**src/rtl/uart_rx_ctrl_if.sv**
```systemverilog
// Handshake between the UART receive controller and its sampler, shifter and
// start/parity/stop checker blocks.
interface uart_rx_ctrl_if #(
    parameter int unsigned PRESC_W = 6
);
    logic [PRESC_W-1:0] edge_count;
    logic [3:0]         bit_count;
    logic               samp_en;
    logic               deser_en;
    logic               strt_chk_en;
    logic               par_chk_en;
    logic               stp_chk_en;
    logic               strt_glitch;
    logic               par_err;
    logic               stp_err;

    modport master (
        output edge_count, bit_count, samp_en, deser_en, strt_chk_en, par_chk_en, stp_chk_en,
        input  strt_glitch, par_err, stp_err
    );

    modport slave (
        input  edge_count, bit_count, samp_en, deser_en, strt_chk_en, par_chk_en, stp_chk_en,
        output strt_glitch, par_err, stp_err
    );
endinterface

```
**src/rtl/uart_rx_ctrl.sv**
```systemverilog
// Frame-level UART receive controller: start detection, oversampling edge/bit
// counters, datapath enables and one-cycle per-frame result pulses.
module uart_rx_ctrl #(
    parameter int unsigned DATA_WIDTH = 8,
    parameter int unsigned PRESC_W    = 6
) (
    input  logic               clk,
    input  logic               rstn,
    input  logic               i_rx_in,
    input  logic               i_par_en,
    input  logic [PRESC_W-1:0] i_prescale,
    uart_rx_ctrl_if.master     dp,
    output logic               o_data_valid,
    output logic               o_parity_error,
    output logic               o_framing_error,
    output logic               o_busy
);
    localparam int unsigned      BIT_W    = 4;
    localparam logic [BIT_W-1:0] LAST_BIT = BIT_W'(DATA_WIDTH - 1);

    typedef enum logic [2:0] {
        S_IDLE   = 3'd0,
        S_START  = 3'd1,
        S_DATA   = 3'd2,
        S_PARITY = 3'd3,
        S_STOP   = 3'd4
    } state_t;

    state_t             r_state, w_state_nxt;
    logic [PRESC_W-1:0] r_edge, w_edge_nxt;
    logic [BIT_W-1:0]   r_bit, w_bit_nxt;
    logic               r_par_flag, w_par_flag_nxt;
    logic               r_stp_flag, w_stp_flag_nxt;
    logic [4:0]         r_en, w_en_nxt;        // {samp, deser, strt_chk, par_chk, stp_chk}
    logic [2:0]         r_pulse, w_pulse_nxt;  // {data_valid, parity_error, framing_error}
    logic [PRESC_W-1:0] w_chk, w_last;
    logic               w_at_chk, w_at_last;

    assign w_chk     = (i_prescale >> 1) + PRESC_W'(2);
    assign w_last    = i_prescale - PRESC_W'(1);
    assign w_at_chk  = (r_edge == w_chk);
    assign w_at_last = (r_edge == w_last);

    // State and all registered outputs
    always_ff @(posedge clk or negedge rstn) begin
        if (!rstn) begin
            r_state    <= S_IDLE;
            r_edge     <= '0;
            r_bit      <= '0;
            r_par_flag <= 1'b0;
            r_stp_flag <= 1'b0;
            r_en       <= '0;
            r_pulse    <= '0;
        end else begin
            r_state    <= w_state_nxt;
            r_edge     <= w_edge_nxt;
            r_bit      <= w_bit_nxt;
            r_par_flag <= w_par_flag_nxt;
            r_stp_flag <= w_stp_flag_nxt;
            r_en       <= w_en_nxt;
            r_pulse    <= w_pulse_nxt;
        end
    end

    // Frame sequencing
    always_comb begin
        w_state_nxt = r_state;
        case (r_state)
            S_IDLE:   if (!i_rx_in) w_state_nxt = S_START;
            S_START: begin
                if (w_at_chk && dp.strt_glitch) w_state_nxt = S_IDLE;
                else if (w_at_last)             w_state_nxt = S_DATA;
            end
            S_DATA:   if (w_at_last && (r_bit == LAST_BIT))
                          w_state_nxt = i_par_en ? S_PARITY : S_STOP;
            S_PARITY: if (w_at_last) w_state_nxt = S_STOP;
            S_STOP:   if (w_at_last) w_state_nxt = S_IDLE;
            default:  w_state_nxt = S_IDLE;
        endcase
    end

    // Counters, error flags, enables and result pulses for the next cycle
    always_comb begin
        w_edge_nxt     = '0;
        w_bit_nxt      = '0;
        w_par_flag_nxt = r_par_flag;
        w_stp_flag_nxt = r_stp_flag;
        w_pulse_nxt    = '0;

        if ((r_state != S_IDLE) && (w_state_nxt != S_IDLE) && !w_at_last)
            w_edge_nxt = r_edge + PRESC_W'(1);
        if (w_state_nxt == r_state)
            w_bit_nxt = ((r_state == S_DATA) && w_at_last) ? r_bit + BIT_W'(1) : r_bit;

        if ((r_state == S_PARITY) && w_at_chk && dp.par_err) w_par_flag_nxt = 1'b1;
        if ((r_state == S_STOP) && w_at_chk && dp.stp_err)   w_stp_flag_nxt = 1'b1;

        if ((r_state == S_STOP) && (w_state_nxt == S_IDLE)) begin
            w_pulse_nxt    = {!w_par_flag_nxt && !w_stp_flag_nxt, w_par_flag_nxt, w_stp_flag_nxt};
            w_par_flag_nxt = 1'b0;
            w_stp_flag_nxt = 1'b0;
        end

        // Registered from next state so enables line up with the state they decode
        w_en_nxt = {w_state_nxt != S_IDLE,
                    w_state_nxt == S_DATA,
                    w_state_nxt == S_START,
                    w_state_nxt == S_PARITY,
                    w_state_nxt == S_STOP};
    end

    assign dp.edge_count = r_edge;
    assign dp.bit_count  = r_bit;
    assign {dp.samp_en, dp.deser_en, dp.strt_chk_en, dp.par_chk_en, dp.stp_chk_en} = r_en;
    assign o_busy        = r_en[4];
    assign {o_data_valid, o_parity_error, o_framing_error} = r_pulse;
endmodule

```
**src/flat_wrapper.sv**
```systemverilog
// flat-port wrapper written by rule: the top's interface ports become plain ports
module uart_rx_ctrl_flat 
#(
    parameter int unsigned DATA_WIDTH = 8,
    parameter int unsigned PRESC_W    = 6
)
  (clk, rstn, i_rx_in, i_par_en, i_prescale, o_data_valid, o_parity_error, o_framing_error, o_busy, dp_edge_count, dp_bit_count, dp_samp_en, dp_deser_en, dp_strt_chk_en, dp_par_chk_en, dp_stp_chk_en, dp_strt_glitch, dp_par_err, dp_stp_err);
  uart_rx_ctrl_if #(.PRESC_W(PRESC_W)) dp_i ();
  input  logic clk;
  input  logic rstn;
  input  logic i_rx_in;
  input  logic i_par_en;
  input  logic [PRESC_W-1:0] i_prescale;
  output logic o_data_valid;
  output logic o_parity_error;
  output logic o_framing_error;
  output logic o_busy;
  output wire logic [$bits(dp_i.edge_count)-1:0] dp_edge_count;
  output wire logic [$bits(dp_i.bit_count)-1:0] dp_bit_count;
  output wire logic [$bits(dp_i.samp_en)-1:0] dp_samp_en;
  output wire logic [$bits(dp_i.deser_en)-1:0] dp_deser_en;
  output wire logic [$bits(dp_i.strt_chk_en)-1:0] dp_strt_chk_en;
  output wire logic [$bits(dp_i.par_chk_en)-1:0] dp_par_chk_en;
  output wire logic [$bits(dp_i.stp_chk_en)-1:0] dp_stp_chk_en;
  input wire logic [$bits(dp_i.strt_glitch)-1:0] dp_strt_glitch;
  input wire logic [$bits(dp_i.par_err)-1:0] dp_par_err;
  input wire logic [$bits(dp_i.stp_err)-1:0] dp_stp_err;
  assign dp_edge_count = dp_i.edge_count;
  assign dp_bit_count = dp_i.bit_count;
  assign dp_samp_en = dp_i.samp_en;
  assign dp_deser_en = dp_i.deser_en;
  assign dp_strt_chk_en = dp_i.strt_chk_en;
  assign dp_par_chk_en = dp_i.par_chk_en;
  assign dp_stp_chk_en = dp_i.stp_chk_en;
  assign dp_i.strt_glitch = dp_strt_glitch;
  assign dp_i.par_err = dp_par_err;
  assign dp_i.stp_err = dp_stp_err;
  uart_rx_ctrl #(.DATA_WIDTH(DATA_WIDTH), .PRESC_W(PRESC_W)) u_core (.clk(clk), .rstn(rstn), .i_rx_in(i_rx_in), .i_par_en(i_par_en), .i_prescale(i_prescale), .dp(dp_i), .o_data_valid(o_data_valid), .o_parity_error(o_parity_error), .o_framing_error(o_framing_error), .o_busy(o_busy));
endmodule
```
**config.mk**
```make
export PLATFORM = sky130hd
export DESIGN_NAME = uart_rx_ctrl_flat
export DESIGN_NICKNAME = d
export VERILOG_FILES = /design/src/rtl/uart_rx_ctrl_if.sv /design/src/rtl/uart_rx_ctrl.sv /design/src/flat_wrapper.sv
export SDC_FILE = /design/constraint.sdc
export NUM_CORES = 1
export LEC_CHECK = 0
export ABC_AREA = 1
export ABC_CLOCK_PERIOD_IN_PS = 2000
export CAP_MARGIN = 20
export CELL_PAD_IN_SITES_DETAIL_PLACEMENT = 1
export CELL_PAD_IN_SITES_GLOBAL_PLACEMENT = 1
export CORE_MARGIN = 2
export CORE_UTILIZATION = 36
export CTS_CLUSTER_SIZE = 40
export DETAILED_ROUTE_END_ITERATION = 7
export HOLD_SLACK_MARGIN = 0.02
export PLACE_DENSITY = 0.75
export SYNTH_ARGS = -nofsm -noshare
export SYNTH_HDL_FRONTEND = slang
export SYNTH_SLANG_ARGS = --single-unit
```
**constraint.sdc**
```tcl
create_clock -name clk -period 2 [get_ports clk]
set_input_delay 0.3 -clock clk [delete_from_list [all_inputs] [get_ports clk]]
set_output_delay 0.3 -clock clk [all_outputs]
set_load 0.05 [all_outputs]
```
# After elaboration in Yosys (flattened, before gate mapping)

Cells that the tools add are included.

Bits in registers: 23
Input bits: 13
Output and inout bits: 19
Word-level logic and storage cells: 58

$add $sub $neg: 4
Eq/ne operators: 13
Multiplexer cells: 16
Reductions and logical operators: 18

Operators by type and width:

| cell                                                | count |
|---|---|
| 2-to-1 mux 3 bit                                    | 8 |
| case mux 3 bit (5 select lines)                     | 1 |
| equality test 3 x 2 -> 1 bit, second input constant | 4 |
| equality test 6 bit                                 | 2 |
| logical AND 1 bit                                   | 11 |
| 2-to-1 mux 4 bit                                    | 2 |
| adder 5 x 2 -> 6 bit, second input constant         | 1 |
| adder 6 x 1 -> 6 bit, second input constant         | 1 |
| equality test 3 x 1 -> 1 bit, second input constant | 2 |
| equality test 3 bit, second input constant          | 2 |
| zero test 3 bit                                     | 2 |
| 2-to-1 mux 6 bit                                    | 1 |
| nonzero test 3 bit                                  | 2 |
| subtractor 6 x 1 -> 6 bit, second input constant    | 1 |
| adder 4 x 1 -> 4 bit, second input constant         | 1 |
| equality test 4 x 3 -> 1 bit, second input constant | 1 |
| 2-to-1 mux 1 bit                                    | 4 |
| equality test 3 bit                                 | 1 |
| zero test 1 bit                                     | 3 |
| != test 2 bit, second input constant                | 1 |

# Longest topological paths before layout

Gate-level depths: netlist of run 1.

Depth after elaboration: 9
Mapped depth: 17
Depth with buffers taken out: 16

# Least setup slack after synthesis of run 1

OpenSTA, ideal clock, no wires.

Path type: reg2reg
From: register u_core.r_edge[0], in the netlist u_core.dp.edge_count[0]
To: register u_core.r_edge[0], in the netlist u_core.dp.edge_count[0]
Setup time: 0.146 ns
Arrival: 1.916 ns
Required time: 1.854 ns
Path slack: -0.061 ns
Stages on the path, launching flop included: 15
Buffers on the path: 1
Period minus slack after synthesis: 2.061 ns
Path through: dfrtp_1 > inv_1 > nand2_1 > nand2_1 > nor2_1 > nand3_1 > nor2_1 > nand3_1 > buf_6 > nand3_2 > nand3_2 > nor2_4 > nand2_2 > nand2_2 > nor2_1

Word-level cells in the longest chain between the ends: 8
Elaborated cells between the ends (all ways): 16
Those cells by class: add/sub (1); eq/ne (2); mux (7); reduce/logical (6)

RTL lines:

| element                                        | RTL line                               | RTL |
|---|---|---|
| start, declared                                | uart_rx_ctrl.sv:30                     | `logic [PRESC_W-1:0] r_edge, w_edge_nxt;` |
| start signal, assigned                         | uart_rx_ctrl.sv:56                     | `r_edge <= w_edge_nxt;` |
| equality test 6 bit, on equally long branches  | uart_rx_ctrl.sv:42, uart_rx_ctrl.sv:41 |  |
| 2-to-1 mux 3 bit, or another cell as far along | uart_rx_ctrl.sv:72                     | `else if (w_at_last) w_state_nxt = S_DATA;` |
| 2-to-1 mux 3 bit, on equally long branches     | uart_rx_ctrl.sv:71, uart_rx_ctrl.sv:74 |  |
| case mux 3 bit (5 select lines) (*)            | uart_rx_ctrl.sv:68                     | `case (r_state)` |
| named net u_core.w_state_nxt[0]                | uart_rx_ctrl.sv:29                     | `state_t r_state, w_state_nxt;` |
| nonzero test 3 bit (*)                         | --                                     |  |
| named net u_core.w_en_nxt[4]                   | uart_rx_ctrl.sv:34                     | `logic [4:0] r_en, w_en_nxt;` |
| logical AND 1 bit (*) (2 in series)            | uart_rx_ctrl.sv:90                     | `if ((r_state != S_IDLE) && (w_state_nxt != S_IDLE) && !w_at_last)` |
| 2-to-1 mux 6 bit (*)                           | uart_rx_ctrl.sv:90                     |  |
| named net u_core.w_edge_nxt[0]                 | uart_rx_ctrl.sv:30                     |  |

The timed path passes the listed nets; every way through them passes the cells marked *.
A chain may end at the register's enable or synchronous reset.

# Worst setup path after layout of run 1

From: register u_core.r_edge[2], in the netlist u_core.dp.edge_count[2]
To: output port dp_edge_count[2]

RTL lines:

| element       | RTL line           | RTL |
|---|---|---|
| end, declared | flat_wrapper.sv:18 | `output wire logic [$bits(dp_i.edge_count)-1:0] dp_edge_count;` |

No word-level cell between the ends.

==> reports/results.tsv, run 1 <==
stage	metric	value	unit
global_route	grt_most_used_layer	met2	
finish	fill_cells	490	
logic_synthesis	syn_nets	223	
finish	diodes	0	
worst_hold_path	hold_class	input pin to asynchronous set/reset pin	
place	gp_congestion	0.821	
logic_synthesis	syn-cell-area	0.00152	mm2
logic_synthesis	yosys_warnings	0	
sta	finalSetupTns	0	ns
detailed_routing	routed_via_density	4.77	
global_route	first_global_vias	1590	
die	initial_core_util	37.7	%
logic_synthesis	synth_edf_count	0	
power	ir_drop	0.000760	V
finish	drive_gt1_share	30.9	%
sta	whs	0.402	ns
detailed_routing	drt-initial-drc-count	32	
logic_synthesis	ys_types	25	
sta	finClkSkew	0.00336	ns
cts	cts_buffers	3	
power	p_leak	1.11	nW
finish	register_area	581	um2
sta	rsz0062_at_grt	true	
cts	clock_sinks	23	
global_route	gr-usage-met2	38.0	%
die	core_area	0.00403	mm2
logic_synthesis	yosys_register_bits	23	
finish	mostFrequentLayoutCells	39 x nand2_1, 33 x inv_1, 30 x buf_4, 25 x clkdlybuf4s50_1	
logic_synthesis	async_flop_share	100	%
die	die_h	69.0	um
power	power_density	924	mW/mm2
finish	final_common_cell	nand2_1	
critical_path	reg2reg_setup_slack	0.07	ns
global_route	gr-usage-all-layers	21.1	%
die	rows	23	
global_route	grt_antenna_before_repair	0	
sta	slew-limit-headroom	65.9	%
finish	fin_util	57.8	%
global_route	grt_max_degree	24	
critical_path	setup.worst_path.start_class	flip-flop	
detailed_routing	drt-total-wl	4.67	mm
cts	clock-root-buffer	clkbuf_8	
cts	clk_pin_slew_worst_paths	0.08	ns
sta	hold_viol	0	
detailed_routing	drc	0	
finish	post-route-cell-area	0.00233	mm2
cts	insertion_delay	0.27	ns
critical_path	cp.arrival	1.63	ns
critical_path	worstSetupEndpointType	primary output	
global_route	grt-ovfl-total	0	
place	dp_slack	-0.685	ns
finish	area_growth	53.2	%
sta	drv_slew	0	
sta	setup_viol	0	
sta	timing.final.crit_share	96.5	%
cts	cts_tree	built	
global_route	globalRouteMet3Util	2.27	%
run	cap_violations	0	
detailed_routing	first_pass_iters	4	
die	boundaryPins	32	
logic_synthesis	syn_avg_cell_area	7.45	um2
global_route	grt_pass1_wl	7.42	mm
status	status	finished, final reports clean	
logic_synthesis	postSynthCellCount	204	
die	die_x	69.0	um
sta	worst_pin_slew	0.509	ns
sta	max_freq	518	MHz
sta	fin_ws	0.0692	ns
detailed_routing	vias	1522	
cts	htree_levels	1	
die	fp.dieArea	0.00476	mm2
critical_path	required	1.70	ns
logic_synthesis	ys.flop_type	dfrtp_1	
logic_synthesis	ys_seq_area_share	37.9	%
place	port_buffers	31	
cts	clockBufferDepth	2	
critical_path	crit_type	flip-flop to primary output	
critical_path	crit_fanout	4	
sta	fin_crit	1.93	ns
place	dpl.hpwl	3.30	mm
detailed_routing	wl_per_cell	14.6	um
critical_path	rr_worst_depth	13	
finish	multi_input_area	951	um2
detailed_routing	ant_nets	0	
place	placed_cell_area	0.00208	mm2
global_route	met1_usage	26.5	%
finish	final_net_count	289	
## registers in the layout, summed over array words and instances, names as in the netlist
register and flops:
u_core.r_stp_flag 1, u_core.r_pulse 3, u_core.r_en 5, u_core.dp.bit_count 4, u_core.dp.edge_count 6, u_core.r_par_flag 1, u_core.r_state 3
## critical path: stages, from the launching register on
cell and delay (ns):
dfrtp_1 0.41, buf_4 0.16, clkdlybuf4s50_1 0.80
## stage by stage
step | cells | total power, mW
final | 319 | 2.15
after global routing | 319 | 2.28
after CTS | 318 | 2.11
after detailed placement | 310 | 1.66
after global placement | 310 | 1.63
after floorplan | 204 | 1.25
## final timing paths
| check | start | to |
|---|---|---|
| max | u_core.dp.edge_count[2] | dp_edge_count[2] |
| min | rstn | u_core.dp.bit_count[0] |
| max reg2reg | u_core.dp.edge_count[0] | u_core.r_stp_flag |
| min reg2reg | u_core.r_stp_flag | u_core.r_stp_flag |
| max in group asynchronous | rstn | u_core.dp.edge_count[4] |
| min in group clk | u_core.r_stp_flag | u_core.r_stp_flag |
## synthesized netlist by cell type, types with 4 or more instances
| library cell | n | area (um2) |
|---|---|---|
| nand3_1 | 19 | 95.1 |
| xor2_1 | 11 | 96.3 |
| nand3_2 | 4 | 40.0 |
| ha_1 | 6 | 75.1 |
| nand4_1 | 5 | 31.3 |
| dfrtp_1 | 23 | 576 |
| xnor2_1 | 6 | 52.6 |
| nor2_1 | 27 | 101 |
| a21oi_1 | 4 | 20.0 |
| nand2_1 | 41 | 154 |
| inv_1 | 38 | 143 |
## timing repair
item | 4_1_cts | 5_1_grt
endpoints found under the setup margin | 23 | 19
pin swaps | 16 | 18
buffers inserted | 3 | 1
cloned | 1 | 0
hold buffers | 0 | 0
resized for setup | 46 | 16
## layout make-up
type / count / area share (%)
clock buffer: 4 / 1.93
inverter: 39 / 6.39
multi-input combinational: 139 / 40.8
sequential: 23 / 24.9
tap: 50 / 2.69
timing repair buffer: 64 / 23.2
## kinds of logic (layout without fill, tap and decap cells)
logic type | Yosys count | after routing | synth area share [%]
xor gates and xnor gates | 17 | 17 | 9.79
muxes | 1 | 1 | 0.658
buffers and inverters | 42 | 107 | 11.2
DFF | 23 | 23 | 37.9
AOI/OAI and AO/OA | 10 | 10 | 3.95
and+or+nand+nor | 105 | 105 | 31.6
adders and majority gates | 6 | 6 | 4.94
## power by group
group	internal (mW)	leakage, nW	switching, mW
sequential	0.547	0.292	0.0612
combinational	0.500	0.795	0.751
clock	0.142	0.0228	0.151
total	1.19	1.11	0.963
## per-layer routing
| layer | vias to the layer above | share of wire (%) |
|---|---|---|
| met2 | 25 | 51 |
| li1 | 753 | - |
| met3 | 4 | 2.8 |
| met5 | - | 0 |
| met1 | 740 | 45 |
| met4 | 0 | 1.0 |
(Power assumes the default switching activity.)
==> run 2: changes to the inputs <==
--- a/config.mk
+++ b/config.mk
@@ -10,7 +10,6 @@
 export CAP_MARGIN = 20
 export CELL_PAD_IN_SITES_DETAIL_PLACEMENT = 1
 export CELL_PAD_IN_SITES_GLOBAL_PLACEMENT = 1
-export CORE_MARGIN = 2
 export CORE_UTILIZATION = 36
 export CTS_CLUSTER_SIZE = 40
 export DETAILED_ROUTE_END_ITERATION = 7
==> run 2 against run 1 <==
Fmax rose by 0.68%. Global-route usage fell by 0.64 points. Clock power is 1% lower. Sequential share of layout area grew 1.1 points. Critical path depth did not move. Wire length is 10% lower. Via count rose by 0.26%. Critical endpoint unchanged. Largest cell class unchanged. Largest power group unchanged. Highest routed layer unchanged.
==> reports/results.tsv, run 2 (synthesis results as in run 1) <==
stage	metric	value	unit	change
status	status	finished, final reports clean		
cts	clock-root-buffer	clkbuf_8		
die	initial_core_util	37.7	%	unchanged
place	dpl.hpwl	3.12	mm	-5.5%
critical_path	required	1.70	ns	about the same
sta	setup_viol	0		unchanged
die	die_x	67.0	um	-2.9%
global_route	grt_antenna_before_repair	0		unchanged
detailed_routing	first_pass_iters	4		unchanged
critical_path	crit_type	flip-flop to primary output		
finish	diodes	0		unchanged
global_route	gr-usage-all-layers	20.5	%	-0.64 points
critical_path	cp_top_family	buffers and inverters		
cts	cts_tree	built		
sta	fin_crit	1.92	ns	-0.0131 ns
cts	clockBufferDepth	2		unchanged
detailed_routing	vias	1526		+0.26%
cts	cts_hold_buf	0		unchanged
finish	drive_gt1_share	27.3	%	-3.6 points
power	power_density	901	mW/mm2	-2.5%
finish	fill_cells	524		+6.9%
finish	area_growth	46.6	%	
power	ir_drop	0.000717	V	-5.6%
place	dp_slack	-0.612	ns	+0.0730 ns
sta	finClkSkew	0.00470	ns	+0.00134 ns
place	dp_cells	308		-0.65%
sta	fin_ws	0.0823	ns	+0.0131 ns
power	p_clk_share	14.4	%	+0.8 points
finish	final_common_cell	nand2_1		
global_route	first_global_vias	1552		-2.4%
critical_path	crit_buf_inv	2		unchanged
power	p_leak	1.10	nW	-1.2%
power	switching_share	44.9	%	+0.17 points
global_route	grt_max_degree	24		unchanged
detailed_routing	ant_nets	0		unchanged
cts	clock_sinks	23		unchanged
sta	timing.final.crit_share	95.9	%	-0.65 points
die	boundaryPins	32		unchanged
die	die_h	67.0	um	-2.9%
die	rows	23		unchanged
worst_hold_path	hold_class	input pin to asynchronous set/reset pin		
detailed_routing	drt-total-wl	4.20	mm	-10%
power	fin_total_pwr	2.01	mW	-6.7%
finish	largest_reg_flops	6		unchanged
global_route	grt_pass1_wl	6.93	mm	-6.6%
detailed_routing	drc	0		unchanged
critical_path	crit_fanout	4		unchanged
power	p_int	1.11	mW	-7.0%
finish	final_net_count	284		-1.7%
cts	cts_buffers	3		unchanged
detailed_routing	drt-initial-drc-count	44		+38%
power	seqPwrFrac	30.5	%	+2.2 points
critical_path	worstSetupEndpointType	primary output		
die	core_area	0.00403	mm2	unchanged
cts	htree_levels	1		unchanged
critical_path	setup.worst_path.start_class	flip-flop		
cts	clk_pin_slew_worst_paths	0.08	ns	about the same
place	port_buffers	31		unchanged
detailed_routing	routed_via_density	4.86		+1.9%
global_route	grt-ovfl-total	0		unchanged
run	cap_violations	0		unchanged
sta	slew-limit-headroom	66.0	%	+0.080 points
cts	insertion_delay	0.26	ns	about the same
place	gp_congestion	0.763		-7.0%
sta	hold_viol	0		unchanged
critical_path	cp.arrival	1.62	ns	about the same
sta	drv_slew	0		unchanged
finish	stdcell_count	314		-1.6%
sta	max_freq	521	MHz	+0.68%
critical_path	critical_path.cell_chain	buf_4 > clkdlybuf4s50_1		
power	p_comb_share	55.1	%	-3.0 points
critical_path	cpMaxStageDelayCell	clkdlybuf4s50_1		
power	power_switching	902	uW	-6.4%
die	fp.dieArea	0.00449	mm2	-5.7%
detailed_routing	wl_per_cell	13.4	um	-8.6%
critical_path	cpPeakStageDelay	0.80	ns	about the same
finish	mostFrequentLayoutCells	37 x nand2_1, 34 x inv_1, 26 x buf_4, 25 x clkdlybuf4s50_1, 22 x nor2_1		
sta	worst_pin_slew	0.508	ns	-0.00119 ns
-- run 2: area by class of cell --
cell class                 count  area, um2  share of cell area (%)
timing repair buffer          59        513                    23.0
multi-input combinational    139        882                    39.6
sequential                    23        579                    26.0
tap                           50       62.6                    2.81
clock buffer                   4       45.0                    2.02
inverter                      39        146                    6.57
-- run 2: path summary, 6_finish.rpt --
check,from,endpoint,slack (ns),cells past startpoint
setup / recovery,u_core.dp.edge_count[2],dp_edge_count[2],0.08,2
min in group clk,u_core.r_par_flag,u_core.r_par_flag,0.59,4
hold / removal,rstn,u_core.dp.bit_count[2],0.38,2
hold reg to reg,u_core.r_par_flag,u_core.r_par_flag,0.59,4
setup reg to reg,u_core.dp.edge_count[0],u_core.dp.edge_count[3],0.13,13
max in group asynchronous,rstn,u_core.dp.edge_count[0],1.36,2
-- run 2: power groups by stage --
stage / combinational [mW] / sequential (mW) / clock [mW]
after floorplan: 0.435 / 0.816 / 0
after global placement: 1.00 / 0.618 / 0
after detailed placement: 1.02 / 0.620 / 0
after CTS: 1.10 / 0.614 / 0.299
after global routing: 1.21 / 0.619 / 0.317
final: 1.11 / 0.613 / 0.289
-- run 2: per-stage QoR --
step	utilization, %	cell area, um2	hold WS [ns]	TNS, ns
after CTS	54.5	2200	0.391	0
final	55.3	2230	0.384	0
after global placement	51.3	2070	0.531	-10.35
after detailed placement	51.3	2070	0.570	-11.78
after global routing	55.3	2230	0.414	-0.0841
after floorplan	-	1520	0.00441	0
-- run 2: repair_timing --
item / CTS / global route
buffers inserted: 2 / 0
endpoints found under the setup margin: 23 / 18
resized for setup: 28 / 19
pin swaps: 13 / 16
-- run 2: per-layer routing --
layer,part of all wire [%],global-route usage (%),vias to the layer above
met5,0,0,-
met4,1.4,6.12,0
met3,2.9,2.23,6
met2,50,36.7,26
met1,46,25.4,749
li1,-,-,745
-- run 2: worst reg2reg max path: stages, from the launching register on --
cell and delay [ns]:
dfrtp_2 0.44, nand2_1 0.08, nand2_1 0.06, nor2_2 0.12
nand3_1 0.09, nor2_2 0.11, nand3_2 0.11, buf_8 0.17
o21ai_2 0.14, nand3_2 0.10, inv_2 0.11, nand2_2 0.09
nand2_4 0.10, nor2_1 0.05
==> run 3: changes to the inputs <==
--- a/config.mk
+++ b/config.mk
@@ -10,6 +10,8 @@
 export CAP_MARGIN = 20
 export CELL_PAD_IN_SITES_DETAIL_PLACEMENT = 1
 export CELL_PAD_IN_SITES_GLOBAL_PLACEMENT = 1
+export CORE_ASPECT_RATIO = 0.9
+export CORE_MARGIN = 8
 export CORE_UTILIZATION = 36
 export CTS_CLUSTER_SIZE = 40
 export DETAILED_ROUTE_END_ITERATION = 7
==> run 3 against run 2 <==
Flip-flop and latch count stayed put. Die area is 46% higher. Count of clock-buffer cells in the layout stayed put. Largest power group unchanged.
==> reports/results.tsv, run 3 (synthesis results as in run 1) <==
stage	metric	value	unit	change
sta	fin_crit	1.96	ns	+0.0437 ns
detailed_routing	ant_nets	0		unchanged
sta	max_freq	510	MHz	-2.2%
cts	htree_levels	1		unchanged
die	core_area	0.00407	mm2	+1.1%
global_route	grt_max_degree	24		unchanged
global_route	gr-usage-all-layers	15.3	%	-5.2 points
critical_path	crit_fanout	5		+1
cts	clock-root-buffer	clkbuf_8		
detailed_routing	drt-met1-wl	2.27	mm	+18%
critical_path	r2r_start	u_core.dp.edge_count[0]		
cts	clock_sinks	23		unchanged
critical_path	r2r-end	u_core.r_par_flag		
sta	drv_slew	0		unchanged
finish	largest_reg_flops	6		unchanged
detailed_routing	dr.max_layer_used	met4		
global_route	grt_antenna_before_repair	0		unchanged
cts	clk_pin_slew_worst_paths	0.08	ns	about the same
cts	cts_buffers	3		unchanged
finish	area_growth	57.7	%	
critical_path	crit_buf_inv	4		+2
global_route	grt-ovfl-total	0		unchanged
detailed_routing	first_pass_iters	4		unchanged
detailed_routing	wl_met2	2.57	mm	+23%
detailed_routing	wl_met3	199	um	+66%
finish	diodes	0		unchanged
place	placed_cell_area	0.00207	mm2	-0.12%
critical_path	worstSetupEndpointType	flip-flop		
finish	mostFrequentLayoutCells	31 x inv_1, 31 x nand2_1, 31 x buf_4, 25 x clkdlybuf4s50_1		
detailed_routing	drc	0		unchanged
critical_path	required	2.17	ns	+0.47 ns
sta	worst_pin_slew	0.517	ns	+0.00905 ns
critical_path	cpMaxStageDelayCell	dfrtp_2		
critical_path	cpPeakStageDelay	0.42	ns	-0.38 ns
power	ir_drop	0.000639	V	-11%
run	cap_violations	0		unchanged
sta	timing.final.crit_share	98.1	%	+2.2 points
critical_path	setup.worst_path.start_class	flip-flop		
place	port_buffers	31		unchanged
finish	fill_cells	493		-5.9%
sta	finClkSkew	0.00296	ns	-0.00174 ns
critical_path	critical_path.cell_chain	inv_2 > nand2_2 > nand2_2 > nor2_4 > nand3_2 > nor2_4 > nand3_4 > buf_6 > o21ai_2 > nand3_2 > inv_4 > nand3_4 > nand2_2 > inv_2		
status	status	finished, final reports clean		
power	p_leak	1.13	nW	+3.4%
finish	post-route-cell-area	0.00240	mm2	+7.6%
detailed_routing	drt-initial-drc-count	54		+23%
critical_path	reg2reg_setup_slack	0.04	ns	-0.09 ns
sta	fin_ws	0.0386	ns	-0.0437 ns
finish	final_net_count	292		+2.8%
critical_path	rr_worst_depth	14		+1
detailed_routing	drt-total-wl	5.19	mm	+24%
cts	cts_tree	built		
cts	clockBufferDepth	2		unchanged
die	initial_core_util	37.3	%	-0.42 points
global_route	first_global_vias	1712		+10%
critical_path	cp.arrival	2.13	ns	+0.51 ns
power	power_density	933	mW/mm2	+3.5%
finish	drive_gt1_share	35.7	%	+8.4 points
die	fp.dieArea	0.00656	mm2	+46%
sta	slew-limit-headroom	65.4	%	-0.61 points
critical_path	crit_type	flip-flop to flip-flop		
place	dp_slack	-0.636	ns	-0.0247 ns
sta	hold_viol	0		unchanged
sta	rsz0062_at_grt	true		
die	die_x	84.5	um	+26%
die	die_h	77.7	um	+16%
die	rows	22		-4.3%
detailed_routing	vias	1553		+1.8%
detailed_routing	wl_per_cell	16.2	um	+21%
place	dpl.hpwl	3.46	mm	+11%
worst_hold_path	hold_class	input pin to asynchronous set/reset pin		
place	gp_congestion	0.800		+4.7%
sta	setup_viol	0		unchanged
die	boundaryPins	32		unchanged
critical_path	crit_top_cell	nand2_2		
detailed_routing	routed_via_density	4.85		-0.14%
cts	insertion_delay	0.27	ns	about the same
critical_path	cp_top_family	simple AND/OR/NAND/NOR gates		
sta	whs	0.410	ns	+0.0254 ns
global_route	grt_pass1_wl	8.18	mm	+18%
==> run 3: how the worst max path moves through the flow <==
stage                                        from                      end  slack, ns  depth (start not counted)
after floorplan           u_core.dp.edge_count[5]  u_core.dp.edge_count[0]       0.01                         10
after global placement              i_prescale[0]  u_core.dp.edge_count[0]      -0.54                         17
after detailed placement            i_prescale[0]  u_core.dp.edge_count[0]      -0.64                         17
after CTS                           i_prescale[2]  u_core.dp.edge_count[3]      0.009                         16
after global routing      u_core.dp.edge_count[0]   u_core.dp.bit_count[3]      -0.11                         12
final                     u_core.dp.edge_count[0]        u_core.r_par_flag       0.04                         14
==> run 3: metal layers <==
layer	track usage, %	vias to the layer above
li1	-	761
met2	26.1	32
met1	18.9	749
met5	0	-
met3	2.63	11
met4	5.68	0
==> run 3: metrics by stage <==
stage                     util [%]  power (mW)  setup TNS, ns  instances
after floorplan                  -        1.25              0        204
after global placement        50.7        1.60         -10.40        306
after detailed placement      50.7        1.64         -12.28        306
after CTS                     56.0        2.12              0        316
after global routing          58.8        2.37         -0.830        320
final                         58.8        2.24              0        320
==> run 3: cell type report <==
cell class / count / area, um2 / share of cell area, %
multi-input combinational: 139 / 992 / 41.4
sequential: 23 / 581 / 24.2
timing repair buffer: 67 / 571 / 23.8
inverter: 39 / 149 / 6.21
tap: 48 / 60.1 / 2.51
clock buffer: 4 / 45.0 / 1.88
==> run 3: report_power, final <==
part / internal, mW / leakage [nW] / switching [mW]
Combinational: 0.529 / 0.819 / 0.811
Sequential: 0.547 / 0.292 / 0.0595
Clock: 0.143 / 0.0228 / 0.147
==> run 3: timing repair <==
item | 4_1_cts | 5_1_grt
gates cloned | 1 | 0
gates resized for setup | 46 | 32
hold buffers | 0 | 0
pin swaps | 17 | 21
buffers inserted | 5 | 5
endpoints found under the setup margin | 22 | 19
